**src/rtl/ram_fifo_pkg.sv**
```systemverilog
// Shared definitions for the RAM-backed FIFO controller.
// Holds default geometry and word/pointer types used by ram_fifo_ctrl and ram_fifo_skid.
package ram_fifo_pkg;

  localparam int unsigned DW_DEF = 64;
  localparam int unsigned AW_DEF = 12;

  typedef logic [DW_DEF-1:0] word_t;
  typedef logic [AW_DEF:0]   ptr_t;

endpackage

```
**src/rtl/ram_fifo_skid.sv**
```systemverilog
// Two-entry in-order output buffer that sits behind the RAM read port.
// Ports:
//   clk_i, rst_ni   clock, asynchronous active-low reset
//   push_i, data_i  capture a word into the tail
//   pop_i           consume the head word
//   data_o          head word (registered)
//   cnt_o           number of buffered words (0..2)
// The caller guarantees no push into a full buffer and no pop from an empty one.
module ram_fifo_skid #(
  parameter int unsigned DW = 64
) (
  input  logic          clk_i,
  input  logic          rst_ni,
  input  logic          push_i,
  input  logic [DW-1:0] data_i,
  input  logic          pop_i,
  output logic [DW-1:0] data_o,
  output logic [1:0]    cnt_o
);

  logic [DW-1:0] head_q, head_d;
  logic [DW-1:0] tail_q, tail_d;
  logic [1:0]    cnt_q, cnt_d;

  always_comb begin
    head_d = head_q;
    tail_d = tail_q;
    cnt_d  = cnt_q;
    unique case ({push_i, pop_i})
      2'b10: begin
        if (cnt_q == 2'd0) begin
          head_d = data_i;
        end else begin
          tail_d = data_i;
        end
        cnt_d = cnt_q + 2'd1;
      end
      2'b01: begin
        head_d = tail_q;
        cnt_d  = cnt_q - 2'd1;
      end
      2'b11: begin
        // Shift and capture together; occupancy is unchanged.
        if (cnt_q == 2'd1) begin
          head_d = data_i;
        end else begin
          head_d = tail_q;
          tail_d = data_i;
        end
      end
      default: ;
    endcase
  end

  always_ff @(posedge clk_i or negedge rst_ni) begin
    if (!rst_ni) begin
      head_q <= '0;
      tail_q <= '0;
      cnt_q  <= 2'd0;
    end else begin
      head_q <= head_d;
      tail_q <= tail_d;
      cnt_q  <= cnt_d;
    end
  end

  assign data_o = head_q;
  assign cnt_o  = cnt_q;

endmodule

```
**src/rtl/ram_fifo_ctrl.sv**
```systemverilog
// Streaming FIFO controller that turns an external dual-port RAM into FIFO storage.
// Push stream (s_*) drives the RAM write port; the RAM read port refills a 2-entry
// output buffer (ram_fifo_skid) that presents the pop stream (m_*).
// Ports:
//   clk, resetn                     clock, asynchronous active-low reset
//   s_valid, s_ready, s_data        push stream
//   m_valid, m_ready, m_data        pop stream
//   wr, wr_add, in                  RAM write port
//   rd, rd_add, out                 RAM read port (read data valid one cycle after rd)
//   full, empty                     status
// Optional feature macro RAM_FIFO_LEVEL_EN adds:
//   level        registered total occupancy (RAM + in flight + buffered)
//   almost_full  RAM-resident entries >= 2**AW-4
module ram_fifo_ctrl
  import ram_fifo_pkg::*;
#(
  parameter int unsigned DW     = DW_DEF,
  parameter int unsigned AW     = AW_DEF,
  parameter int unsigned RD_LAT = 1
) (
  input  logic          clk,
  input  logic          resetn,
  input  logic          s_valid,
  output logic          s_ready,
  input  logic [DW-1:0] s_data,
  output logic          m_valid,
  input  logic          m_ready,
  output logic [DW-1:0] m_data,
  output logic          wr,
  output logic [AW-1:0] wr_add,
  output logic [DW-1:0] in,
  output logic          rd,
  output logic [AW-1:0] rd_add,
  input  logic [DW-1:0] out,
  output logic          full,
  output logic          empty
`ifdef RAM_FIFO_LEVEL_EN
  ,
  output logic [AW:0]   level,
  output logic          almost_full
`endif
);

  if (RD_LAT != 1) begin : g_bad_rd_lat
    $error("ram_fifo_ctrl supports RD_LAT == 1 only");
  end

  logic [AW:0] wr_ptr_q, wr_ptr_d;
  logic [AW:0] rd_ptr_q, rd_ptr_d;
  logic        rd_inflight_q;
  logic [1:0]  skid_cnt;
  logic        push, pop, ram_empty, rd_ok;
  logic [2:0]  credit_sum;

  assign full      = (wr_ptr_q[AW] != rd_ptr_q[AW]) && (wr_ptr_q[AW-1:0] == rd_ptr_q[AW-1:0]);
  assign ram_empty = (wr_ptr_q == rd_ptr_q);
  assign s_ready   = !full;
  assign m_valid   = (skid_cnt != 2'd0);

  // Qualify RAM accesses with resetn so nothing reaches the RAM while reset is held.
  assign push = s_valid && s_ready && resetn;
  assign pop  = m_valid && m_ready;

  // Buffered + in-flight words after this edge's pop must leave room for one more.
  assign credit_sum = {1'b0, skid_cnt} + {2'b00, rd_inflight_q} - {2'b00, pop};
  assign rd_ok      = (credit_sum < 3'd2);

  assign wr     = push;
  assign wr_add = wr_ptr_q[AW-1:0];
  assign in     = resetn ? s_data : '0;
  assign rd     = !ram_empty && rd_ok && resetn;
  assign rd_add = rd_ptr_q[AW-1:0];

  assign empty = ram_empty && !rd_inflight_q && (skid_cnt == 2'd0);

  always_comb begin
    wr_ptr_d = wr_ptr_q + {{AW{1'b0}}, push};
    rd_ptr_d = rd_ptr_q + {{AW{1'b0}}, rd};
  end

  always_ff @(posedge clk or negedge resetn) begin
    if (!resetn) begin
      wr_ptr_q      <= '0;
      rd_ptr_q      <= '0;
      rd_inflight_q <= 1'b0;
    end else begin
      wr_ptr_q      <= wr_ptr_d;
      rd_ptr_q      <= rd_ptr_d;
      rd_inflight_q <= rd;
    end
  end

  ram_fifo_skid #(
    .DW (DW)
  ) u_skid (
    .clk_i  (clk),
    .rst_ni (resetn),
    .push_i (rd_inflight_q),
    .data_i (out),
    .pop_i  (pop),
    .data_o (m_data),
    .cnt_o  (skid_cnt)
  );

`ifdef RAM_FIFO_LEVEL_EN
  localparam logic [AW:0] AlmostFullThr = (AW+1)'((1 << AW) - 4);

  logic [AW:0] level_q, level_d;
  logic [AW:0] ram_cnt;
  logic [AW:0] skid_cnt_d;

  assign ram_cnt     = wr_ptr_q - rd_ptr_q;
  assign almost_full = (ram_cnt >= AlmostFullThr);

  // Level tracks the state after the edge, so it is computed from next-state values.
  always_comb begin
    skid_cnt_d = {{(AW-1){1'b0}}, skid_cnt} + {{AW{1'b0}}, rd_inflight_q} - {{AW{1'b0}}, pop};
    level_d    = (wr_ptr_d - rd_ptr_d) + {{AW{1'b0}}, rd} + skid_cnt_d;
  end

  always_ff @(posedge clk or negedge resetn) begin
    if (!resetn) begin
      level_q <= '0;
    end else begin
      level_q <= level_d;
    end
  end

  assign level = level_q;
`endif

endmodule

```
**config.mk**
```make
export PLATFORM = sky130hd
export DESIGN_NAME = ram_fifo_ctrl
export DESIGN_NICKNAME = d
export VERILOG_FILES = /design/src/rtl/ram_fifo_pkg.sv /design/src/rtl/ram_fifo_skid.sv /design/src/rtl/ram_fifo_ctrl.sv
export SDC_FILE = /design/constraint.sdc
export NUM_CORES = 1
export LEC_CHECK = 0
export ABC_AREA = 1
export CAP_MARGIN = 20
export CORE_MARGIN = 2
export CORE_UTILIZATION = 58
export DETAILED_ROUTE_END_ITERATION = 7
export DONT_BUFFER_PORTS = 1
export PLACE_DENSITY = 0.76
export SYNTH_ARGS = -nofsm -noshare
export SYNTH_HDL_FRONTEND = slang
export SYNTH_HIERARCHICAL = 1
export SYNTH_SLANG_ARGS = --single-unit
```
**constraint.sdc**
```tcl
create_clock -name clk -period 2.8 [get_ports clk]
set_input_delay 0.14 -clock clk [delete_from_list [all_inputs] [get_ports clk]]
set_output_delay 0.14 -clock clk [all_outputs]
set_load 0.05 [all_outputs]
```
==> impl_metrics.json, run 1 <==
{
  "finalSetupViolCount": 0,
  "cp-end-kind": "register",
  "finalWirelength_mm": 25.0,
  "worstMarginPinSlew_ns": 0.833,
  "post-route-drc-count": 0,
  "max_freq_mhz": 364,
  "areaGrowthSynthToFinish_pct": 18.0,
  "wl_per_cell_um": 18.3,
  "track_usage_pct": 33.4,
  "multiInputGateArea_mm2": 0.00353,
  "hold_viol_final": 157,
  "slew_violations": 0,
  "cp_max_fo": 3,
  "slowest_stage": "fa_2",
  "final_util_pct": 69.8,
  "period_needed_ns": 2.75,
  "path_cells": "nor2_2 -> nor2_2 -> ha_1 -> or2_4 -> fa_2 -> nand3_2 -> nor2_4 -> ha_4 -> ha_4 -> nand3_4 -> nor3_4 -> nand3_2 -> xnor2_1",
  "rsz0062_at_grt": "yes",
  "ys_ff_latch": 157,
  "fp.dieW_um": 123,
  "holdBufCountCts": 64,
  "finClkSkew_ns": 0.00665,
  "cts_tree": "built",
  "synth_top_area_share_pct": 47.8,
  "status": "complete, but fails checks",
  "syn_avg_cell_area_um2": 7.32,
  "p_leak_nw": 5.64,
  "yosysWarningCount": 6,
  "tns_ns": 0,
  "synth_edf_count": 0,
  "first_pass_iters": 5,
  "cts_buffer_depth": 2,
  "dp_slack_ns": 0.0406,
  "syn_nets": 1269,
  "gp_congestion": 0.880,
  "slew_headroom_pct": 44.2,
  "first_global_vias": 7045,
  "grt_antenna_before_repair": 2,
  "crit_required_ns": 3.10,
  "die_area_mm2": 0.0151,
  "die_h_um": 123,
  "layout-drive-gt1-share_pct": 8.38,
  "syn_area_mm2": 0.00822,
  "start_util_pct": 59.2,
  "cts.sinks": 157,
  "grt_first_pass_wirelength_mm": 38.2,
  "seq_area_mm2": 0.00393,
  "drv_cap": 0,
  "worstSetupPathType": "reg2reg",
  "seq_area_frac_synth_pct": 47.8,
  "synthMostInstantiatedCell": "nand2_1",
  "ys_types": 26,
  "cts_buffers": 17,
  "synth_area_leader_cell": "dfrtp_1",
  "h-tree-depth": 4,
  "grt_max_degree": 224,
  "rows": 43,
  "grt_overflow": 0,
  "final_antenna_net_count": 0,
  "finalWorstSetupSlack_ns": 0.0501,
  "slowest_delay_ns": 0.55,
  "core-area_mm2": 0.0139,
  "start_kind": "register",
  "synth.area.top_cells": "dfrtp_1 48%, nand2_1 26%, nand3_1 8.2%, inv_1 4.7%, buf_4 2.9%",
  "hpwlAfterDp_mm": 16.5,
  "synth_ff_type": "dfrtp_1",
  "finalHoldWorstSlack_ns": -0.583,
  "clk_pin_slew_ns": 0.06,
  "io_buffers": 0,
  "fin_nets": 1318,
  "vias_per_cell": 5.49,
  "synthCells": 1123,
  "dp.cells": 1266,
  "synth_async_sr_flop_share_pct": 100,
  "cts_root_buffer": "clkbuf_16",
  "hp-class": "in2async",
  "fin_crit_sh_pct": 98.2,
  "synthTopCellsByCount": "562 x nand2_1, 157 x dfrtp_1, 134 x nand3_1, 103 x inv_1, 34 x buf_2",
  "critPathArrivalTime_ns": 3.05,
  "fillers": 1084,
  "violations": "negative hold slack",
  "peakVddDrop_v": 0.000871,
  "num_vias": 7491,
  "clock_latency_ns": 0.42,
  "layoutNonFillerInstCount": 1365,
  "io_pins": 290,
  "powerDensity_mw_per_mm2": 1170,
  "dr.first_iter.drc_count": 898
}
## area by class of cell
type,count,area share [%]
antenna,3,0.0775
clock buffer,21,4.54
clock inverter,8,1.23
inverter,104,4.03
multi-input combinational,780,36.4
sequential,157,40.5
tap,180,2.32
timing repair buffer,112,10.8
## final timing paths
path,from,end,slack [ns],depth (start not counted)
hold / removal,resetn,u_skid/data_o[60]$_DFFE_PN0P_,-0.58,0
max in group asynchronous,resetn,u_skid/data_o[45]$_DFFE_PN0P_,3.00,0
min in group clk,s_valid,wr_ptr_q[0]$_DFF_PN0_,0.05,3
setup reg to reg,u_skid/cnt_o[0]$_DFFE_PN0P_,rd_ptr_q[12]$_DFF_PN0_,0.05,13
setup / recovery,u_skid/cnt_o[0]$_DFFE_PN0P_,rd_ptr_q[12]$_DFF_PN0_,0.05,13
hold reg to reg,u_skid/tail_q[56]$_DFFE_PN0P_,u_skid/tail_q[56]$_DFFE_PN0P_,0.47,2
## routing by layer
| metal | vias up | track usage, % | wire length (um) | share of wire (%) |
|---|---|---|---|---|
| met3 | 82 | 11.0 | 2730 | 11 |
| met4 | 0 | 18.4 | 1220 | 4.9 |
| met2 | 432 | 53.2 | 12200 | 49 |
| met1 | 3491 | 40.0 | 8870 | 35 |
| met5 | - | 0 | 0 | 0 |
| li1 | 3486 | - | - | - |
## worst max-delay path, delay by kind of cell (launching register included)
kind / cells / cell delay (ns)
xor+xnor: 1 / 0.13
simple gates: 8 / 0.98
flops: 1 / 0.40
fa+ha+maj: 4 / 1.12
## registers in the layout, summed over array words and instances (netlist names)
register	count
u_skid/data_o	64
u_skid/tail_q	64
rd_ptr_q	13
wr_ptr_q	13
u_skid/cnt_o	2
rd_inflight_q	1
## report_power, final
| group | internal (W) | total (W) | switching (W) |
|---|---|---|---|
| clock | 0.00138 | 0.00225 | 0.000865 |
| sequential | 0.00319 | 0.00532 | 0.00213 |
| combinational | 0.00122 | 0.00379 | 0.00256 |
| total | 0.00580 | 0.0114 | 0.00556 |
## per-stage QoR
stage | instance area, um2 | hold slack (ns) | total power (W)
6_report | 9690 | -0.583 | 0.0114
5_1_grt | 9690 | -0.602 | 0.0121
4_1_cts | 9650 | -0.599 | 0.0113
3_5_place_dp | 8450 | -0.151 | 0.00895
3_3_place_gp | 8450 | -0.151 | 0.00884
2_1_floorplan | 8280 | -0.156 | 0.00811
## logic make-up (layout without fill, tap and decap cells)
family          count (synthesis)  count (layout)  share of synthesized area, %
xor+xnor                       27              27                          2.88
fa+ha+maj                      14              14                          2.22
compound gates                  5               5                         0.350
other cells                     0               3                             0
flops                         157             157                          47.8
simple gates                  734             734                          36.2
buf+inv                       186             245                          10.5
## timing repair
item | 4_1_cts | 5_1_grt
buffers inserted | 0 | 3
resized for setup | 0 | 3
endpoints found under the setup margin | 0 | 4
endpoints found under the hold margin | 285 | 157
## layout by cell type (no fill, tap or decap), drive strengths merged
master and n:
a31oi 1, nor2 20, o21ai 1, dfrtp 157
nor4 1, o21a 1, inv 105, bufinv 3
ha 13, nor3 6, a21oi 2, diode 3
clkinv 4, clkbuf 21, xor2 19, nand3 136
buf 48, dlygate4sd3 64, or2 1, nand4 5
xnor2 8, fa 1, nand2 565
No activity file was read; power rests on OpenSTA's default activity.
==> inputs of run 2 (changes only) <==
--- a/config.mk
+++ b/config.mk
@@ -5,7 +5,6 @@
 export SDC_FILE = /design/constraint.sdc
 export NUM_CORES = 1
 export LEC_CHECK = 0
-export ABC_AREA = 1
 export CAP_MARGIN = 20
 export CORE_MARGIN = 2
 export CORE_UTILIZATION = 58
==> run 2 against run 1 <==
The run ends with negative hold slack, negative setup slack left. Sequential power rose by 7.9%. Total power rose by 10%. First-iteration DRC count fell by 38%.
==> impl_metrics.json, run 2 <==
{
  "synth_async_sr_flop_share_pct": 100,
  "use_met1_pct": 37.7,
  "cp_max_fo": 4,
  "finalWorstSetupSlack_ns": -0.211,
  "synthMuxAreaShare_pct": 11.6,
  "cts.sinks": 157,
  "slew_headroom_pct": 41.2,
  "finalWirelength_mm": 23.3,
  "use_met2_pct": 51.8,
  "layout-drive-gt1-share_pct": 23.0,
  "start_util_pct": 59.1,
  "holdBufCountCts": 64,
  "grt_first_pass_wirelength_mm": 35.1,
  "critPathArrivalTime_ns": 3.34,
  "synth_ff_type": "dfrtp_1",
  "first_pass_iters": 5,
  "synth_top_family_by_area": "simple AND/OR/NAND/NOR gates",
  "gp_congestion": 0.892,
  "peakVddDrop_v": 0.000720,
  "violations": "negative hold slack, negative setup slack",
  "clockPowerShare_pct": 19.9,
  "final_cell_mix": "155 x dfrtp_1, 72 x nand3_1, 65 x a21oi_1",
  "ys_types": 40,
  "synth_edf_count": 0,
  "synth.area.top_cells": "dfrtp_1 48%, mux2_4 11%, and2_1 5.1%, a31oi_1 5.0%, nand3_1 4.6%",
  "dp_slack_ns": -0.139,
  "synth_fa_ha_area_share_pct": 2.25,
  "synthMostInstantiatedCell": "dfrtp_1",
  "cp-end-kind": "register",
  "clock_latency_ns": 0.43,
  "internal_power_w": 0.00675,
  "synth-simple-area-share_pct": 13.2,
  "track_usage_pct": 30.5,
  "vias_per_cell": 6.40,
  "syn_area_mm2": 0.00813,
  "fillers": 923,
  "final_antenna_net_count": 0,
  "start_kind": "register",
  "syn_avg_cell_area_um2": 10.8,
  "io_pins": 290,
  "max_freq_mhz": 332,
  "hp-class": "in2async",
  "pwr-share-comb_pct": 34.2,
  "grt_overflow": 0,
  "synth_area_leader_cell": "dfrtp_1",
  "areaGrowthSynthToFinish_pct": 19.9,
  "finClkSkew_ns": 0.00970,
  "fin_crit_sh_pct": 108,
  "p_switching_w": 0.00576,
  "rows": 43,
  "hold_viol_final": 157,
  "clk_pin_slew_ns": 0.06,
  "slew_violations": 0,
  "cts_tree": "built",
  "synthCells": 750,
  "drv_cap": 0,
  "core-area_mm2": 0.0138,
  "hpwlAfterDp_mm": 14.3,
  "fin_nets": 943,
  "worstMarginPinSlew_ns": 0.882,
  "use_met3_pct": 7.95,
  "post-route-drc-count": 0,
  "grt_antenna_before_repair": 2,
  "tns_ns": -0.989,
  "worstSetupPathType": "reg2reg",
  "cts_root_buffer": "clkbuf_16",
  "finalSetupViolCount": 10,
  "cts_buffers": 17,
  "first_global_vias": 6295,
  "synth_compound_area_share_pct": 13.1,
  "period_needed_ns": 3.01,
  "switching_share_pct": 46.0,
  "finalHoldWorstSlack_ns": -0.593,
  "reg2reg_depth": 15,
  "seq_area_frac_synth_pct": 48.3,
  "h-tree-depth": 4,
  "seqPwrFrac_pct": 45.9,
  "fp.dieW_um": 122,
  "io_buffers": 0,
  "synthTopCellsByCount": "157 x dfrtp_1, 74 x nand3_1, 66 x and2_1, 65 x a21oi_1, 65 x a31oi_1",
  "die_area_mm2": 0.0150,
  "grt_max_degree": 224,
  "num_vias": 6344,
  "rsz0062_at_grt": "yes",
  "dr.first_iter.drc_count": 558,
  "p_leak_nw": 4.17,
  "busiest_layer": "met2",
  "yosysWarningCount": 6,
  "synth_top_area_share_pct": 48.3,
  "crit_required_ns": 3.13,
  "final_common_cell": "dfrtp_1",
  "cts_buffer_depth": 2,
  "die_h_um": 122,
  "wl_per_cell_um": 23.4,
  "status": "complete, but fails checks",
  "syn_nets": 896,
  "ys_ff_latch": 157,
  "powerDensity_mw_per_mm2": 1280,
  "synth_xor_xnor_area_share_pct": 4.18
}
==> run 2: cell types whose count changed in the layout (fill, tap and decap cells not counted), moves of 59 or more <==
cell,change
nand2_1,-553
inv_1,-95
and2_1,+64
a21oi_1,+63
a31oi_1,+63
mux2_4,+60
nand3_1,-59
==> run 2: cell type report <==
cell class | count | area [um2] | area share [%]
inverters | 8 | 30.0 | 0.308
diodes | 2 | 5.00 | 0.0513
multi-input cells | 496 | 3800 | 39.0
clock inverters | 12 | 188 | 1.92
well taps | 180 | 225 | 2.31
repair buffers | 117 | 1120 | 11.5
clock buffers | 20 | 447 | 4.58
flip-flops and latches | 157 | 3930 | 40.3
==> run 2: path summary, 6_finish.rpt <==
check,slack [ns],to,startpoint
max,-0.21,rd_ptr_q[12]$_DFF_PN0_,u_skid/cnt_o[1]$_DFFE_PN0P_
min,-0.59,u_skid/tail_q[50]$_DFFE_PN0P_,resetn
max reg2reg,-0.21,rd_ptr_q[12]$_DFF_PN0_,u_skid/cnt_o[1]$_DFFE_PN0P_
min reg2reg,0.49,wr_ptr_q[12]$_DFF_PN0_,wr_ptr_q[12]$_DFF_PN0_
max in group asynchronous,3.03,u_skid/data_o[5]$_DFFE_PN0P_,resetn
min in group clk,0.09,wr_ptr_q[0]$_DFF_PN0_,s_valid
==> run 2: power by group through the flow <==
stage	combinational (W)	sequential [W]	clock, W
after floorplan	0.00337	0.00557	0
after global placement	0.00384	0.00569	0
after detailed placement	0.00405	0.00573	0
after CTS	0.00417	0.00571	0.00251
after global routing	0.00458	0.00585	0.00261
final	0.00428	0.00574	0.00249
==> run 2: cells by family (layout without fill, tap and decap cells) <==
logic type | after synthesis | after routing
mux | 64 | 64
fa+ha+maj | 14 | 14
other cells | 0 | 2
compound gates | 196 | 196
xor+xnor | 38 | 38
flops | 157 | 157
buf+inv | 97 | 157
simple gates | 184 | 184
==> run 2: repair_timing <==
action,in CTS,in global routing
pin swaps,3,6
setup buffers,3,4
setup endpoints to repair,8,10
gates resized for setup,5,9
endpoints found under the hold margin,285,157
==> run 2: critical path, stage by stage, from the launching register on <==
cell	delay, ns
dfrtp_2	0.41
or2_4	0.25
and2_4	0.15
ha_4	0.20
nand2b_4	0.13
fa_2	0.36
xnor2_2	0.15
nand3_2	0.11
a31oi_4	0.21
ha_4	0.17
buf_4	0.12
ha_4	0.13
nand3_4	0.09
nor2_4	0.11
nand4_1	0.13
xnor2_1	0.21
==> run 2: per-stage QoR <==
| step | std cells | area [um2] | power, W | util [%] | hold slack (ns) |
|---|---|---|---|---|---|
| global placement | 885 | 8310 | 0.00953 | 60.3 | -0.152 |
| global route | 992 | 9750 | 0.0130 | 70.8 | -0.608 |
| floorplan | 750 | 8260 | 0.00893 | - | -0.156 |
| finish | 992 | 9750 | 0.0125 | 70.8 | -0.593 |
| detailed placement | 887 | 8360 | 0.00978 | 60.7 | -0.152 |
| CTS | 986 | 9670 | 0.0124 | 70.2 | -0.611 |
==> run 2: metal layers <==
| layer | part of all wire, % | vias up |
|---|---|---|
| met2 | 51 | 411 |
| li1 | - | 2725 |
| met1 | 38 | 3164 |
| met3 | 8.4 | 44 |
| met4 | 2.5 | 0 |
| met5 | 0 | - |
==> inputs of run 3 (changes only) <==
--- a/config.mk
+++ b/config.mk
@@ -11,6 +11,7 @@
 export DETAILED_ROUTE_END_ITERATION = 7
 export DONT_BUFFER_PORTS = 1
 export PLACE_DENSITY = 0.76
+export REMOVE_ABC_BUFFERS = 1
 export SYNTH_ARGS = -nofsm -noshare
 export SYNTH_HDL_FRONTEND = slang
 export SYNTH_HIERARCHICAL = 1
==> run 3 against run 2 <==
The flow still finishes with violations (negative hold slack, negative setup slack). First-iteration DRC count up 14%. Die area unchanged. Clock skew is 0.0019 ns lower. Maximum frequency decreased by 1.2%. Worst hold slack improved by 0.0015 ns. Final cell count fell by 0.40%. Largest power group unchanged.
==> impl_metrics.json, run 3 (synthesized netlist as in run 2, its figures left out) <==
{
  "critPathArrivalTime_ns": 3.35,
  "dp.cells": 888,
  "rsz0062_at_grt": "yes",
  "reg2reg_depth": 13,
  "grt_max_degree": 224,
  "powerDensity_mw_per_mm2": 1280,
  "cp_max_fo": 3,
  "layoutNonFillerInstCount": 988,
  "start_util_pct": 59.1,
  "hp-class": "in2async",
  "hpwlAfterDp_mm": 13.3,
  "vias_per_cell": 6.40,
  "cp-end-kind": "register",
  "wl_per_cell_um": 22.8,
  "finalWorstSetupSlack_ns": -0.248,
  "rows": 43,
  "slew_headroom_pct": 38.9,
  "finalWirelength_mm": 22.5,
  "grt_first_pass_wirelength_mm": 33.8,
  "cts_buffers": 17,
  "fin_nets": 942,
  "peakVddDrop_v": 0.000681,
  "hold_viol_final": 157,
  "h-tree-depth": 4,
  "fin_crit_sh_pct": 109,
  "final_antenna_net_count": 0,
  "dp_slack_ns": -0.398,
  "grt_antenna_before_repair": 1,
  "reg2reg_from": "u_skid/cnt_o[0]$_DFFE_PN0P_",
  "fp.dieW_um": 122,
  "first_global_vias": 6335,
  "post-route-drc-count": 0,
  "max_freq_mhz": 328,
  "clk_pin_slew_ns": 0.06,
  "fin_area_mm2": 0.00965,
  "track_usage_pct": 29.1,
  "io_pins": 290,
  "dr.first_iter.drc_count": 635,
  "r2r-end": "rd_ptr_q[7]$_DFF_PN0_",
  "slew_violations": 0,
  "die_area_mm2": 0.0150,
  "areaGrowthSynthToFinish_pct": 18.6,
  "r2r_slack_ns": -0.25,
  "final_cell_mix": "157 x dfrtp_1, 72 x nand3_1, 65 x a21oi_1",
  "cts_buffer_depth": 2,
  "p_leak_nw": 4.14,
  "core-area_mm2": 0.0138,
  "num_vias": 6322,
  "layout-drive-gt1-share_pct": 21.9,
  "finClkSkew_ns": 0.00781,
  "io_buffers": 0,
  "final_util_pct": 70.0,
  "cts_tree": "built",
  "clock_latency_ns": 0.42,
  "holdBufCountCts": 64,
  "cts_root_buffer": "clkbuf_16",
  "finalSetupViolCount": 10,
  "first_pass_iters": 5,
  "crit_required_ns": 3.11,
  "cts.sinks": 157,
  "antenna_cells": 0,
  "worstMarginPinSlew_ns": 0.916,
  "placed_area_mm2": 0.00824,
  "finalHoldWorstSlack_ns": -0.591,
  "grt_overflow": 0,
  "worstSetupPathType": "reg2reg",
  "period_needed_ns": 3.05,
  "violations": "negative hold slack, negative setup slack",
  "start_kind": "register",
  "final_common_cell": "dfrtp_1",
  "drv_cap": 0,
  "gp_congestion": 0.880,
  "status": "complete, but fails checks",
  "die_h_um": 122
}
run 3: critical path, cell delays in order (launching register included):
cell and delay (ns):
dfrtp_1 0.38, or2_4 0.26, and2_4 0.15, ha_4 0.20, nand2b_4 0.14, fa_2 0.37, xnor2_2 0.16, nand3_2 0.12
a31oi_4 0.19, ha_2 0.22, and4_1 0.21, nand4_1 0.21, buf_4 0.21, xnor2_1 0.11
run 3: area by class of cell:
class                      instances  area, um2
inverter                           8       30.0
timing repair buffer             116       1120
clock buffer                      18        439
multi-input combinational        496       3740
fill                             940       4130
sequential                       157       3930
tap                              180        225
clock inverter                    13        165
run 3: how the worst max path moves through the flow:
stage	startpoint	endpoint	slack [ns]
after floorplan	u_skid/cnt_o[0]$_DFFE_PN0P_	u_skid/tail_q[0]$_DFFE_PN0P_	-1.59
after global placement	u_skid/cnt_o[0]$_DFFE_PN0P_	rd_ptr_q[9]$_DFF_PN0_	-0.25
after detailed placement	u_skid/cnt_o[0]$_DFFE_PN0P_	rd_ptr_q[9]$_DFF_PN0_	-0.40
after CTS	u_skid/cnt_o[1]$_DFFE_PN0P_	rd_ptr_q[11]$_DFF_PN0_	-0.19
after global routing	u_skid/cnt_o[0]$_DFFE_PN0P_	rd_ptr_q[11]$_DFF_PN0_	-0.39
final	u_skid/cnt_o[0]$_DFFE_PN0P_	rd_ptr_q[7]$_DFF_PN0_	-0.25
run 3: through the flow:
stage / TNS [ns] / power [W] / hold slack, ns
final: -1.59 / 0.0123 / -0.591
after global placement: -1.47 / 0.00943 / -0.151
after global routing: -2.74 / 0.0129 / -0.616
after detailed placement: -2.91 / 0.00963 / -0.150
after CTS: -1.07 / 0.0122 / -0.600
after floorplan: -184.22 / 0.00853 / -0.156
run 3: per-layer routing:
layer	vias to the layer above	global-route usage [%]	wire length, um
li1	2714	-	-
met1	3146	36.3	8640
met2	410	48.4	11300
met3	52	7.90	2030
met4	0	11.1	532
met5	-	0	0
run 3: repair_timing:
action / CTS / global route
resized for setup: 13 / 11
setup endpoints to repair: 12 / 12
setup buffers: 1 / 4
pin swaps: 12 / 10
endpoints found under the hold margin: 285 / 157
run 3: report_power, final:
| part | switching (W) | internal, W | total (W) | leakage, nW |
|---|---|---|---|---|
| Clock | 0.000936 | 0.00142 | 0.00236 | 0.285 |
| Combinational | 0.00234 | 0.00191 | 0.00425 | 1.99 |
| Sequential | 0.00243 | 0.00330 | 0.00573 | 1.86 |
| Total | 0.00571 | 0.00663 | 0.0123 | 4.14 |
